### src/rtl/instr_mem_fetch_pkg.sv
//==============================================================================
// Module      : instr_mem_fetch_pkg
// Description : Shared types and defaults for the IITB RISC instruction memory
//               with fetch handshake.
// Revision    : 1.0 - initial release
//==============================================================================
`default_nettype none

package instr_mem_fetch_pkg;

  // Encoding of the IITB RISC no-operation instruction; also returned for
  // out-of-range fetches.
  localparam logic [15:0] NOP_WORD_DEFAULT = 16'hF000;

  // Lifecycle of the memory: clear to NOP, accept a program, then serve fetches.
  typedef enum logic [1:0] {
    ST_INIT = 2'd0,
    ST_PROG = 2'd1,
    ST_RUN  = 2'd2
  } ifm_state_t;

endpackage

`default_nettype wire

### src/rtl/instr_mem_fetch_if.sv
//==============================================================================
// Module      : instr_mem_fetch_if
// Description : Program-load and fetch/response bundle between the PC/fetch
//               stage (master) and the instruction memory (slave).
// Revision    : 1.0 - initial release
//==============================================================================
`default_nettype none

interface instr_mem_fetch_if #(
  parameter int ADDR_W = 16,
  parameter int DATA_W = 16
);

  // Program load port
  logic              prog_ready;
  logic              prog_we;
  logic [ADDR_W-1:0] prog_addr;
  logic [DATA_W-1:0] prog_data;
  logic              prog_done;
  logic              prog_err;

  // Fetch request
  logic              fetch_req;
  logic [ADDR_W-1:0] fetch_addr;
  logic              fetch_ready;
  logic              stall;
  logic              flush;

  // Registered response towards IF/ID
  logic              instr_valid;
  logic [DATA_W-1:0] instr;
  logic [ADDR_W-1:0] instr_addr;
  logic              instr_oob;

  modport master (
    input  prog_ready, prog_err, fetch_ready,
    input  instr_valid, instr, instr_addr, instr_oob,
    output prog_we, prog_addr, prog_data, prog_done,
    output fetch_req, fetch_addr, stall, flush
  );

  modport slave (
    output prog_ready, prog_err, fetch_ready,
    output instr_valid, instr, instr_addr, instr_oob,
    input  prog_we, prog_addr, prog_data, prog_done,
    input  fetch_req, fetch_addr, stall, flush
  );

endinterface

`default_nettype wire

### src/rtl/instr_mem_fetch_array.sv
//==============================================================================
// Module      : instr_mem_fetch_array
// Description : DEPTH x DATA_W storage, one synchronous write port and one
//               asynchronous read port. No reset: contents are cleared by the
//               owning block's INIT sweep.
// Revision    : 1.0 - initial release
//==============================================================================
`default_nettype none

module instr_mem_fetch_array #(
  parameter int DATA_W = 16,
  parameter int DEPTH  = 64,
  parameter int IDX_W  = 6
) (
  input  logic              clk,
  input  logic              we_i,
  input  logic [IDX_W-1:0]  waddr_i,
  input  logic [DATA_W-1:0] wdata_i,
  input  logic [IDX_W-1:0]  raddr_i,
  output logic [DATA_W-1:0] rdata_o
);

  logic [DATA_W-1:0] mem_q [DEPTH];

  // Single write port; the caller guarantees waddr_i < DEPTH when we_i is high.
  always_ff @(posedge clk) begin
    if (we_i) begin
      mem_q[waddr_i] <= wdata_i;
    end
  end

  // Combinational read; an out-of-range raddr_i is masked by the caller.
  assign rdata_o = mem_q[raddr_i];

endmodule

`default_nettype wire

### src/rtl/instr_mem_fetch.sv
//==============================================================================
// Module      : instr_mem_fetch
// Description : Programmable instruction memory for the IITB RISC core.
//               Clears itself to NOP after reset, accepts a program over the
//               load port, then serves one fetch per cycle with a registered
//               response (latency 1), honouring stall and flush.
// Revision    : 1.0 - initial release
//==============================================================================
`default_nettype none

module instr_mem_fetch
  import instr_mem_fetch_pkg::*;
#(
  parameter int                ADDR_W   = 16,
  parameter int                DATA_W   = 16,
  parameter int                DEPTH    = 64,
  parameter logic [DATA_W-1:0] NOP_WORD = DATA_W'(NOP_WORD_DEFAULT)
) (
  input  logic               clk,
  input  logic               reset,
  instr_mem_fetch_if.slave   bus
);

  // Index width into the array; a one-word memory still needs one bit.
  localparam int                IDX_W     = (DEPTH > 1) ? $clog2(DEPTH) : 1;
  localparam int                AW1       = ADDR_W + 1;
  // DEPTH widened by one bit so DEPTH == 2**ADDR_W still compares correctly.
  localparam logic [ADDR_W:0]   DEPTH_EXT = AW1'(DEPTH);
  localparam logic [IDX_W-1:0]  LAST_IDX  = IDX_W'(DEPTH - 1);

  ifm_state_t        state_q, state_d;
  logic [IDX_W-1:0]  cnt_q, cnt_d;
  logic              prog_err_q, prog_err_d;

  logic              valid_q, valid_d;
  logic [DATA_W-1:0] instr_q, instr_d;
  logic [ADDR_W-1:0] instr_addr_q, instr_addr_d;
  logic              oob_q, oob_d;

  logic              prog_in_range;
  logic              fetch_in_range;
  logic              fetch_ready;
  logic              accept;

  logic              mem_we;
  logic [IDX_W-1:0]  mem_waddr;
  logic [DATA_W-1:0] mem_wdata;
  logic [DATA_W-1:0] mem_rdata;

  // Unsigned range checks; addresses never wrap into the array.
  assign prog_in_range  = {1'b0, bus.prog_addr}  < DEPTH_EXT;
  assign fetch_in_range = {1'b0, bus.fetch_addr} < DEPTH_EXT;

  // A held response under stall blocks new requests; flush drops the request.
  assign fetch_ready = (state_q == ST_RUN) && !bus.flush && !(valid_q && bus.stall);
  assign accept      = bus.fetch_req && fetch_ready;

  //----------------------------------------------------------------------------
  // Lifecycle FSM
  //----------------------------------------------------------------------------

  // State and clear-counter registers.
  always_ff @(posedge clk or posedge reset) begin
    if (reset) begin
      state_q <= ST_INIT;
      cnt_q   <= '0;
    end else begin
      state_q <= state_d;
      cnt_q   <= cnt_d;
    end
  end

  // Next state: INIT sweeps every word once, PROG waits for prog_done, RUN is terminal.
  always_comb begin
    state_d = state_q;
    cnt_d   = cnt_q;
    unique case (state_q)
      ST_INIT: begin
        cnt_d = cnt_q + 1'b1;
        if (cnt_q == LAST_IDX) begin
          state_d = ST_PROG;
          cnt_d   = '0;
        end
      end
      ST_PROG: begin
        if (bus.prog_done) begin
          state_d = ST_RUN;
        end
      end
      ST_RUN: begin
        state_d = ST_RUN;
      end
      default: begin
        state_d = ST_INIT;
        cnt_d   = '0;
      end
    endcase
  end

  //----------------------------------------------------------------------------
  // Write-port mux and load-port error
  //----------------------------------------------------------------------------

  // INIT owns the write port; in PROG the load port writes only in-range words.
  always_comb begin
    mem_we    = 1'b0;
    mem_waddr = cnt_q;
    mem_wdata = NOP_WORD;
    if (state_q == ST_INIT) begin
      mem_we = 1'b1;
    end else if ((state_q == ST_PROG) && bus.prog_we && prog_in_range) begin
      mem_we    = 1'b1;
      mem_waddr = bus.prog_addr[IDX_W-1:0];
      mem_wdata = bus.prog_data;
    end
  end

  // Writes while clearing are silently ignored; only PROG range errors and RUN writes flag.
  assign prog_err_d = bus.prog_we &&
                      (((state_q == ST_PROG) && !prog_in_range) || (state_q == ST_RUN));

  // One-cycle error pulse register.
  always_ff @(posedge clk or posedge reset) begin
    if (reset) begin
      prog_err_q <= 1'b0;
    end else begin
      prog_err_q <= prog_err_d;
    end
  end

  instr_mem_fetch_array #(
    .DATA_W (DATA_W),
    .DEPTH  (DEPTH),
    .IDX_W  (IDX_W)
  ) u_array (
    .clk     (clk),
    .we_i    (mem_we),
    .waddr_i (mem_waddr),
    .wdata_i (mem_wdata),
    .raddr_i (bus.fetch_addr[IDX_W-1:0]),
    .rdata_o (mem_rdata)
  );

  //----------------------------------------------------------------------------
  // Response register
  //----------------------------------------------------------------------------

  // Capture on accept; otherwise hold under stall, else retire (flush always retires).
  always_comb begin
    valid_d      = valid_q;
    instr_d      = instr_q;
    instr_addr_d = instr_addr_q;
    oob_d        = oob_q;
    if (accept) begin
      valid_d      = 1'b1;
      instr_addr_d = bus.fetch_addr;
      oob_d        = !fetch_in_range;
      instr_d      = fetch_in_range ? mem_rdata : NOP_WORD;
    end else if (bus.flush || !(valid_q && bus.stall)) begin
      valid_d = 1'b0;
    end
  end

  // Response registers presented to IF/ID.
  always_ff @(posedge clk or posedge reset) begin
    if (reset) begin
      valid_q      <= 1'b0;
      instr_q      <= NOP_WORD;
      instr_addr_q <= '0;
      oob_q        <= 1'b0;
    end else begin
      valid_q      <= valid_d;
      instr_q      <= instr_d;
      instr_addr_q <= instr_addr_d;
      oob_q        <= oob_d;
    end
  end

  assign bus.prog_ready  = (state_q == ST_PROG);
  assign bus.prog_err    = prog_err_q;
  assign bus.fetch_ready = fetch_ready;
  assign bus.instr_valid = valid_q;
  assign bus.instr       = instr_q;
  assign bus.instr_addr  = instr_addr_q;
  assign bus.instr_oob   = oob_q;

endmodule

`default_nettype wire

### src/flat_wrapper.sv
// flat-port wrapper written by rule: the top's interface ports become plain ports
module instr_mem_fetch_flat import instr_mem_fetch_pkg::*;
#(
  parameter int                ADDR_W   = 16,
  parameter int                DATA_W   = 16,
  parameter int                DEPTH    = 64,
  parameter logic [DATA_W-1:0] NOP_WORD = DATA_W'(NOP_WORD_DEFAULT)
)
  (clk, reset, bus_prog_ready, bus_prog_err, bus_fetch_ready, bus_instr_valid, bus_instr, bus_instr_addr, bus_instr_oob, bus_prog_we, bus_prog_addr, bus_prog_data, bus_prog_done, bus_fetch_req, bus_fetch_addr, bus_stall, bus_flush);
  instr_mem_fetch_if #(.ADDR_W(ADDR_W), .DATA_W(DATA_W)) bus_i ();
  input  logic clk;
  input  logic reset;
  output wire logic [$bits(bus_i.prog_ready)-1:0] bus_prog_ready;
  output wire logic [$bits(bus_i.prog_err)-1:0] bus_prog_err;
  output wire logic [$bits(bus_i.fetch_ready)-1:0] bus_fetch_ready;
  output wire logic [$bits(bus_i.instr_valid)-1:0] bus_instr_valid;
  output wire logic [$bits(bus_i.instr)-1:0] bus_instr;
  output wire logic [$bits(bus_i.instr_addr)-1:0] bus_instr_addr;
  output wire logic [$bits(bus_i.instr_oob)-1:0] bus_instr_oob;
  input wire logic [$bits(bus_i.prog_we)-1:0] bus_prog_we;
  input wire logic [$bits(bus_i.prog_addr)-1:0] bus_prog_addr;
  input wire logic [$bits(bus_i.prog_data)-1:0] bus_prog_data;
  input wire logic [$bits(bus_i.prog_done)-1:0] bus_prog_done;
  input wire logic [$bits(bus_i.fetch_req)-1:0] bus_fetch_req;
  input wire logic [$bits(bus_i.fetch_addr)-1:0] bus_fetch_addr;
  input wire logic [$bits(bus_i.stall)-1:0] bus_stall;
  input wire logic [$bits(bus_i.flush)-1:0] bus_flush;
  assign bus_prog_ready = bus_i.prog_ready;
  assign bus_prog_err = bus_i.prog_err;
  assign bus_fetch_ready = bus_i.fetch_ready;
  assign bus_instr_valid = bus_i.instr_valid;
  assign bus_instr = bus_i.instr;
  assign bus_instr_addr = bus_i.instr_addr;
  assign bus_instr_oob = bus_i.instr_oob;
  assign bus_i.prog_we = bus_prog_we;
  assign bus_i.prog_addr = bus_prog_addr;
  assign bus_i.prog_data = bus_prog_data;
  assign bus_i.prog_done = bus_prog_done;
  assign bus_i.fetch_req = bus_fetch_req;
  assign bus_i.fetch_addr = bus_fetch_addr;
  assign bus_i.stall = bus_stall;
  assign bus_i.flush = bus_flush;
  instr_mem_fetch #(.ADDR_W(ADDR_W), .DATA_W(DATA_W), .DEPTH(DEPTH), .NOP_WORD(NOP_WORD)) u_core (.clk(clk), .reset(reset), .bus(bus_i));
endmodule
### config.mk
export PLATFORM = sky130hd
export DESIGN_NAME = instr_mem_fetch_flat
export DESIGN_NICKNAME = d
export VERILOG_FILES = /design/src/rtl/instr_mem_fetch_pkg.sv /design/src/rtl/instr_mem_fetch_if.sv /design/src/rtl/instr_mem_fetch_array.sv /design/src/rtl/instr_mem_fetch.sv /design/src/flat_wrapper.sv
export SDC_FILE = /design/constraint.sdc
export NUM_CORES = 1
export LEC_CHECK = 0
export CAP_MARGIN = 20
export CORE_UTILIZATION = 30
export CTS_BUF_LIST = sky130_fd_sc_hd__clkbuf_8
export DETAILED_ROUTE_END_ITERATION = 8
export GPL_TIMING_DRIVEN = 1
export PLACE_DENSITY = 0.42
export REMOVE_ABC_BUFFERS = 1
export SETUP_SLACK_MARGIN = 0.05
export SLEW_MARGIN = 40
export SYNTH_ARGS = -nofsm -noshare
export SYNTH_HDL_FRONTEND = slang
export SYNTH_SLANG_ARGS = --single-unit
### constraint.sdc
create_clock -name clk -period 11.3 [get_ports clk]
set_input_delay 2.26 -clock clk [delete_from_list [all_inputs] [get_ports clk]]
set_output_delay 2.26 -clock clk [all_outputs]
set_load 0.02 [all_outputs]
==> reports/qor.txt, run 1 <==
Post-synth ARST share: 4.03%
Dpl hpwl: 70.9 mm
Core Footprint: 138000 µm²
Routability Congestion: 0.825
Die area: 141000 µm²
Avg Synthesized Cell Area: 20.3 µm²
Vias per Instance: 5.00
Critical path startpoint category: input pin
Crit path kind: in -> out
I/O Buffers: 91
Fillers: 12809
Req. time, crit path: 9.04 ns
Initial antenna violation count: 3
Share of cells above drive strength 1: 24.5%
Worst Path Arrival: 3.58 ns
Critical Path Fanout Max: 2
Yosys warning count: 0
# DRC: 0
Pre-antenna DRT Iters: 5
Synthesized area: 41700 µm²
Minimum clock period: 5.84 ns
Yosys top cell area share: 73.7%
Hold Crit Depth: 2
Post-CTS Setup Bufs: 0
Placed cell count: 3914
Compound-Gate Fraction of Synth Area: 2.99%
Pin count of the biggest net entering global routing: 103
Final core occ: 35.5%
Initial drt markers: 1779
Buf/Inv on CP: 2
First-pass GRT wire length: 168 mm
Finished Layout Cells: 4261
Die height: 375 µm
Critical Path Most Common Cell: clkdlybuf4s50_1
Clock Skews: 0.0418 ns
RSZ-0062 raised after global routing: false
WL per Instance: 27.7 µm
R2R depth: 7
Hold slack final: 0.486 ns
Fin. max-slew vios: 0
Num rows: 136
Vias in the first global route: 22202
WP depth: 4
Simple-gate share of the synthesized area: 3.35%
Total negative setup slack: 0 ns
Post-synth EDFFs: 1024
Critical path's slowest cell: clkdlybuf4s50_1
Slew margin rel.: 41.0%
Yosys cell types: 56
Fmax: 171 MHz
CTS max path bufs: 3
Die Wd: 375 µm
Sequential area share after synthesis: 76.3%
Max VDD drop: 0.0000899 V
Grt total ovfl: 0
Lkg Pwr: 13.7 nW
Endpoints failing hold: 0
Htree depth: 4
R2R Path Start: u_core.state_q[0]
Largest family of logic cells by synthesized area: multiplexers
Worst path cell trace: clkdlybuf4s50_1 > nor2b_1 > and2_1 > clkdlybuf4s50_1
Final net count: 2367
Count leader, synth: edfxtp_1
Main synth FF type: edfxtp_1
Post-CTS Resized: 0
Area contributors post-synth: edfxtp_1, mux4_2, mux2i_1
DR vias: 21294
Starting Density: 30.3%
Gr usage total: 16.9%
I/O pin count: 92
Cts hold-fix bufs: 0
Hold path start: u_core.bus.instr_addr[13]
CP max stage delay: 0.60 ns
Area growth from synthesis to layout: 17.2%
CP top delay family: buffers and inverters
PwrDens: 158 nW/µm²
Post-synthesis adder-cell area fraction: 0.120%
Mux cell area share after synthesis: 15.7%
Top cell type by total area after synthesis: edfxtp_1
Hold WC Path Type: reg -> reg
Slew @ Worst Pin: 0.886 ns
Setup violators final: 0
Remaining antenna violation count: 0
Root buf cell: clkbuf_8
Part of the cycle the worst path needs: 51.7%
Total chip power: 7.72 mW
CTS tree: built
Yosys reg bits: 1067
Worst setup EP type: primary output
Synthesized netlist cell count: 2058
Xor/xnor share of the synthesized area: 0.0420%
# Max-Cap Violations: 0
Clock sink count: 1067
Outcome: finished, final reports clean
Routed WL: 118 mm
CTS Buf Count: 182
Synth cell count leaders: edfxtp_1, mux4_2, mux2i_1, nor2_1, a22oi_1
Worst skew pair latency: 0.91 ns
Crit path from: bus_flush
Clock transition at the registers of the reported paths: 0.06 ns
-- final cells by class --
| cell class | count | area [µm²] | share of cell area, % |
|---|---|---|---|
| diodes | 6 | 15.0 | 0.0307 |
| clock buffers | 187 | 2570 | 5.26 |
| clock inverters | 150 | 833 | 1.70 |
| inverters | 6 | 22.5 | 0.0461 |
| multi-input cells | 860 | 9510 | 19.4 |
| flip-flops and latches | 1067 | 31800 | 65.1 |
| well taps | 1794 | 2240 | 4.59 |
| repair buffers | 191 | 1870 | 3.83 |
-- flip-flops by register name (all words and copies together), names as in the netlist --
signal and flops:
u_core.bus.instr 16, u_core.bus.instr_addr 16, u_core.bus.instr_oob 1, u_core.bus.instr_valid 1, u_core.bus.prog_err 1, u_core.cnt_q 6, u_core.state_q 2, u_core.u_array.mem_q 1024
-- power breakdown --
group / internal (mW) / total (mW) / switching, mW / leakage, nW
Clock: 1.67 / 3.27 / 1.61 / 2.00
Combinational: 0.0733 / 0.183 / 0.110 / 3.92
Sequential: 4.27 / 4.27 / 0 / 7.73
-- routing by layer --
metal	GRT usage (%)	wire (µm)
met4	4.86	2410
met1	23.6	53500
met5	0	0
met3	3.96	7230
met2	26.1	54700
-- logic make-up (layout without fill, tap and decap cells) --
family                   count (synthesis)  after routing
multiplexers                           408            408
XOR/XNOR                                 2              2
flip-flops                            1067           1067
buffers and inverters                  131            534
AND/OR/NAND/NOR                        272            272
other                                    0              6
adder cells (fa/ha/maj)                  4              4
AO/OA/AOI/OAI                          174            174
-- per-stage QoR --
step | area, µm² | setup WS (ns)
2_1_floorplan | 41100 | 5.60
3_3_place_gp | 45200 | 4.80
3_5_place_dp | 45400 | 4.76
4_1_cts | 48800 | 5.44
5_1_grt | 48900 | 5.39
6_report | 48900 | 5.46
-- layout by cell type, fill, tap and decap left out, types with 10 or more instances in the layout --
cell type,n
nor4_2,14
nand3_1,17
clkdlybuf4s50_1,87
nand2_1,72
nand4_1,13
clkinv_1,45
clkinv_2,14
inv_1,76
mux2i_1,192
a21oi_1,35
a22o_1,14
clkbuf_8,187
nor2_4,11
and3_2,12
nor2_1,70
o2111ai_1,10
edfxtp_1,1024
a221oi_1,13
mux4_2,195
a22oi_1,74
buf_4,79
dfrtp_1,39
mux2_2,18
-- worst reg2reg max path, delay by kind of cell, from the launching register on --
kind / cells / cell delay (ns)
compound gates: 1 / 0.57
buf+inv: 3 / 1.06
fa+ha+maj: 1 / 0.54
simple gates: 2 / 1.34
flops: 1 / 0.40
-- worst paths after layout --
| kind | to | slack [ns] |
|---|---|---|
| max | bus_fetch_ready | 5.46 |
| min | u_core.bus.instr_addr[13] | 0.49 |
| max reg2reg | u_core.u_array.mem_q[24][6] | 7.10 |
| min reg2reg | u_core.bus.instr_addr[13] | 0.49 |
| max in group asynchronous | u_core.bus.prog_err | 8.89 |
| min in group asynchronous | u_core.bus.instr_addr[6] | 1.87 |
No activity file was read; power rests on OpenSTA's default activity.
==> inputs of run 2 (changes only) <==
==> constraint.sdc (replaced) <==
create_clock -name clk -period 5.85 [get_ports clk]
set_input_delay 1.17 -clock clk [delete_from_list [all_inputs] [get_ports clk]]
set_output_delay 1.17 -clock clk [all_outputs]
set_load 0.02 [all_outputs]
==> run 2 against run 1 <==
  * Setup slack worse by 3.6 ns
  * Register-to-register slack got worse by 5.1 ns
  * Highest routed layer is now met5
  * Largest cell class unchanged
  * Critical path depth grew 5
==> reports/qor.txt, run 2 (synthesis gave the netlist of run 1 again) <==
Outcome: finished, final reports clean (unchanged)
Met1 WL: 54.8 mm (was 53.5 mm)
Cts hold-fix bufs: 0 (unchanged)
Vias in the first global route: 22023 (was 22202)
Share of cells above drive strength 1: 26.2% (was 24.5%)
PwrDens: 300 nW/µm² (was 158 nW/µm²)
Routed wl met3: 7.49 mm (was 7.23 mm)
# Max-Cap Violations: 0 (unchanged)
Remaining antenna violation count: 0 (unchanged)
Starting Density: 30.3% (unchanged)
Pin count of the biggest net entering global routing: 107 (was 103)
Initial drt markers: 1727 (was 1779)
Slew margin rel.: 37.0% (was 41.0%)
Setup violators final: 0 (unchanged)
Worst path cell trace: clkdlybuf4s50_1 > nor4_4 > and4_1 > buf_4 > nand4_1 > o21ai_0 > nand2b_1 > nor4_2 > buf_4 (was clkdlybuf4s50_1 > nor2b_1 > and2_1 > clkdlybuf4s50_1)
Core Footprint: 138000 µm² (unchanged)
Die height: 375 µm (unchanged)
Final net count: 2397 (was 2367)
Lkg Pwr: 13.8 nW (was 13.7 nW)
Die area: 141000 µm² (unchanged)
Crit path kind: in -> reg (was in -> out)
Req. time, crit path: 6.39 ns (was 9.04 ns)
I/O Buffers: 91 (unchanged)
Clock Skews: 0.0430 ns (was 0.0418 ns)
Area of the multi-input gates: 9510 µm² (about the same)
Endpoints failing hold: 0 (unchanged)
Post-CTS Resized: 0 (unchanged)
Most frequent cells in the layout: edfxtp_1, mux4_2, mux2i_1 (unchanged)
Fillers: 12705 (was 12809)
Clock sink count: 1067 (unchanged)
Routability Congestion: 0.866 (was 0.825)
I/O pin count: 92 (unchanged)
Part of the cycle the worst path needs: 68.2%
CTS max path bufs: 3 (unchanged)
Htree depth: 4 (unchanged)
Root buf cell: clkbuf_8 (unchanged)
Worst skew pair latency: 0.89 ns (was 0.91 ns)
CTS tree: built (unchanged)
# DRC: 0 (unchanged)
Total chip power: 14.7 mW (was 7.72 mW)
Max VDD drop: 0.000227 V (was 0.0000899 V)
Post-CTS Setup Bufs: 0 (unchanged)
First-pass GRT wire length: 172 mm (was 168 mm)
Fmax: 251 MHz
Die Wd: 375 µm (unchanged)
Vias per Instance: 4.99 (was 5.00)
Hold WC Path Type: reg -> reg (unchanged)
Critical path's slowest cell: nand2b_1 (was clkdlybuf4s50_1)
Worst Path Arrival: 4.53 ns (was 3.58 ns)
RSZ-0062 raised after global routing: false (unchanged)
Slew @ Worst Pin: 0.944 ns (was 0.886 ns)
Dpl hpwl: 78.0 mm (was 70.9 mm)
Critical Path Most Common Cell: buf_4 (was clkdlybuf4s50_1)
WL per Instance: 28.9 µm (was 27.7 µm)
Initial antenna violation count: 6 (was 3)
Clock transition at the registers of the reported paths: 0.06 ns (about the same)
Gr usage total: 17.6% (was 16.9%)
Fin. max-slew vios: 0 (unchanged)
Num rows: 136 (unchanged)
Grt total ovfl: 0 (unchanged)
Minimum clock period: 3.99 ns
Most common cell after layout, fill and taps aside: edfxtp_1 (unchanged)
Area growth from synthesis to layout: 17.6% (was 17.2%)
Critical Path Fanout Max: 16 (was 2)
Worst setup EP type: flop (was primary output)
CTS Buf Count: 181 (was 182)
Pre-antenna DRT Iters: 5 (unchanged)
Met2 WL: 58.4 mm (was 54.7 mm)
Routed WL: 123 mm (was 118 mm)
Total negative setup slack: 0 ns (unchanged)
Biggest register: u_core.u_array.mem_q (unchanged)
Highest routed layer: met5 (was met4)
Register Area: 31800 µm² (unchanged)
DR vias: 21305 (was 21294)
Max FFs per register: 1024 (unchanged)
Critical path startpoint category: input pin (unchanged)
CP max stage delay: 0.51 ns (was 0.60 ns)
==> run 2: cell type report <==
type	count	share of cell area, %
Sequential cell	1067	64.9
Clock buffer	189	5.30
Clock inverter	128	1.31
Multi-Input combinational cell	860	19.4
Tap cell	1794	4.57
Inverter	6	0.0459
Antenna cell	3	0.0153
Timing Repair Buffer	222	4.52
==> run 2: final timing paths <==
check	start	to	cells after the start	slack, ns
worst max-delay path	bus_prog_addr[14]	u_core.u_array.mem_q[55][11]	9	1.86
worst min-delay path	u_core.bus.instr_addr[10]	u_core.bus.instr_addr[10]	2	0.48
worst max register to register	u_core.state_q[0]	u_core.u_array.mem_q[10][7]	8	2.05
worst min register to register	u_core.bus.instr_addr[10]	u_core.bus.instr_addr[10]	2	0.48
max in group asynchronous	reset	u_core.bus.instr[13]	3	4.42
min in group asynchronous	reset	u_core.bus.instr_addr[2]	2	0.55
==> run 2: critical path, delay by kind of cell <==
family	cells	cell delay, ns
AOI/OAI and AO/OA	1	0.36
buffers and inverters	3	1.06
and+or+nand+nor	5	1.90
==> run 2: metal layers <==
layer / track usage (%) / vias up
met4: 4.88 / 2
met2: 27.9 / 659
li1: - / 9096
met5: 0.652 / -
met3: 4.42 / 170
met1: 23.8 / 11378
==> run 2: power by group <==
| group | leakage (nW) | total, mW | switching (mW) | internal, mW |
|---|---|---|---|---|
| Combinational | 4.11 | 0.359 | 0.215 | 0.144 |
| Clock | 1.92 | 6.11 | 3.03 | 3.08 |
| Sequential | 7.73 | 8.25 | 0 | 8.25 |
| Total | 13.8 | 14.7 | 3.24 | 11.5 |
==> run 2: per-stage QoR <==
step	util, %	setup WS [ns]	instance area (µm²)	hold WS, ns	cells
2_1_floorplan	-	1.24	41100	0.489	1933
3_3_place_gp	33.1	0.999	45600	0.464	3939
3_5_place_dp	33.2	1.01	45700	0.466	3944
5_1_grt	35.6	1.77	49100	0.499	4267
4_1_cts	35.5	1.96	48900	0.476	4261
6_report	35.7	1.86	49100	0.478	4269
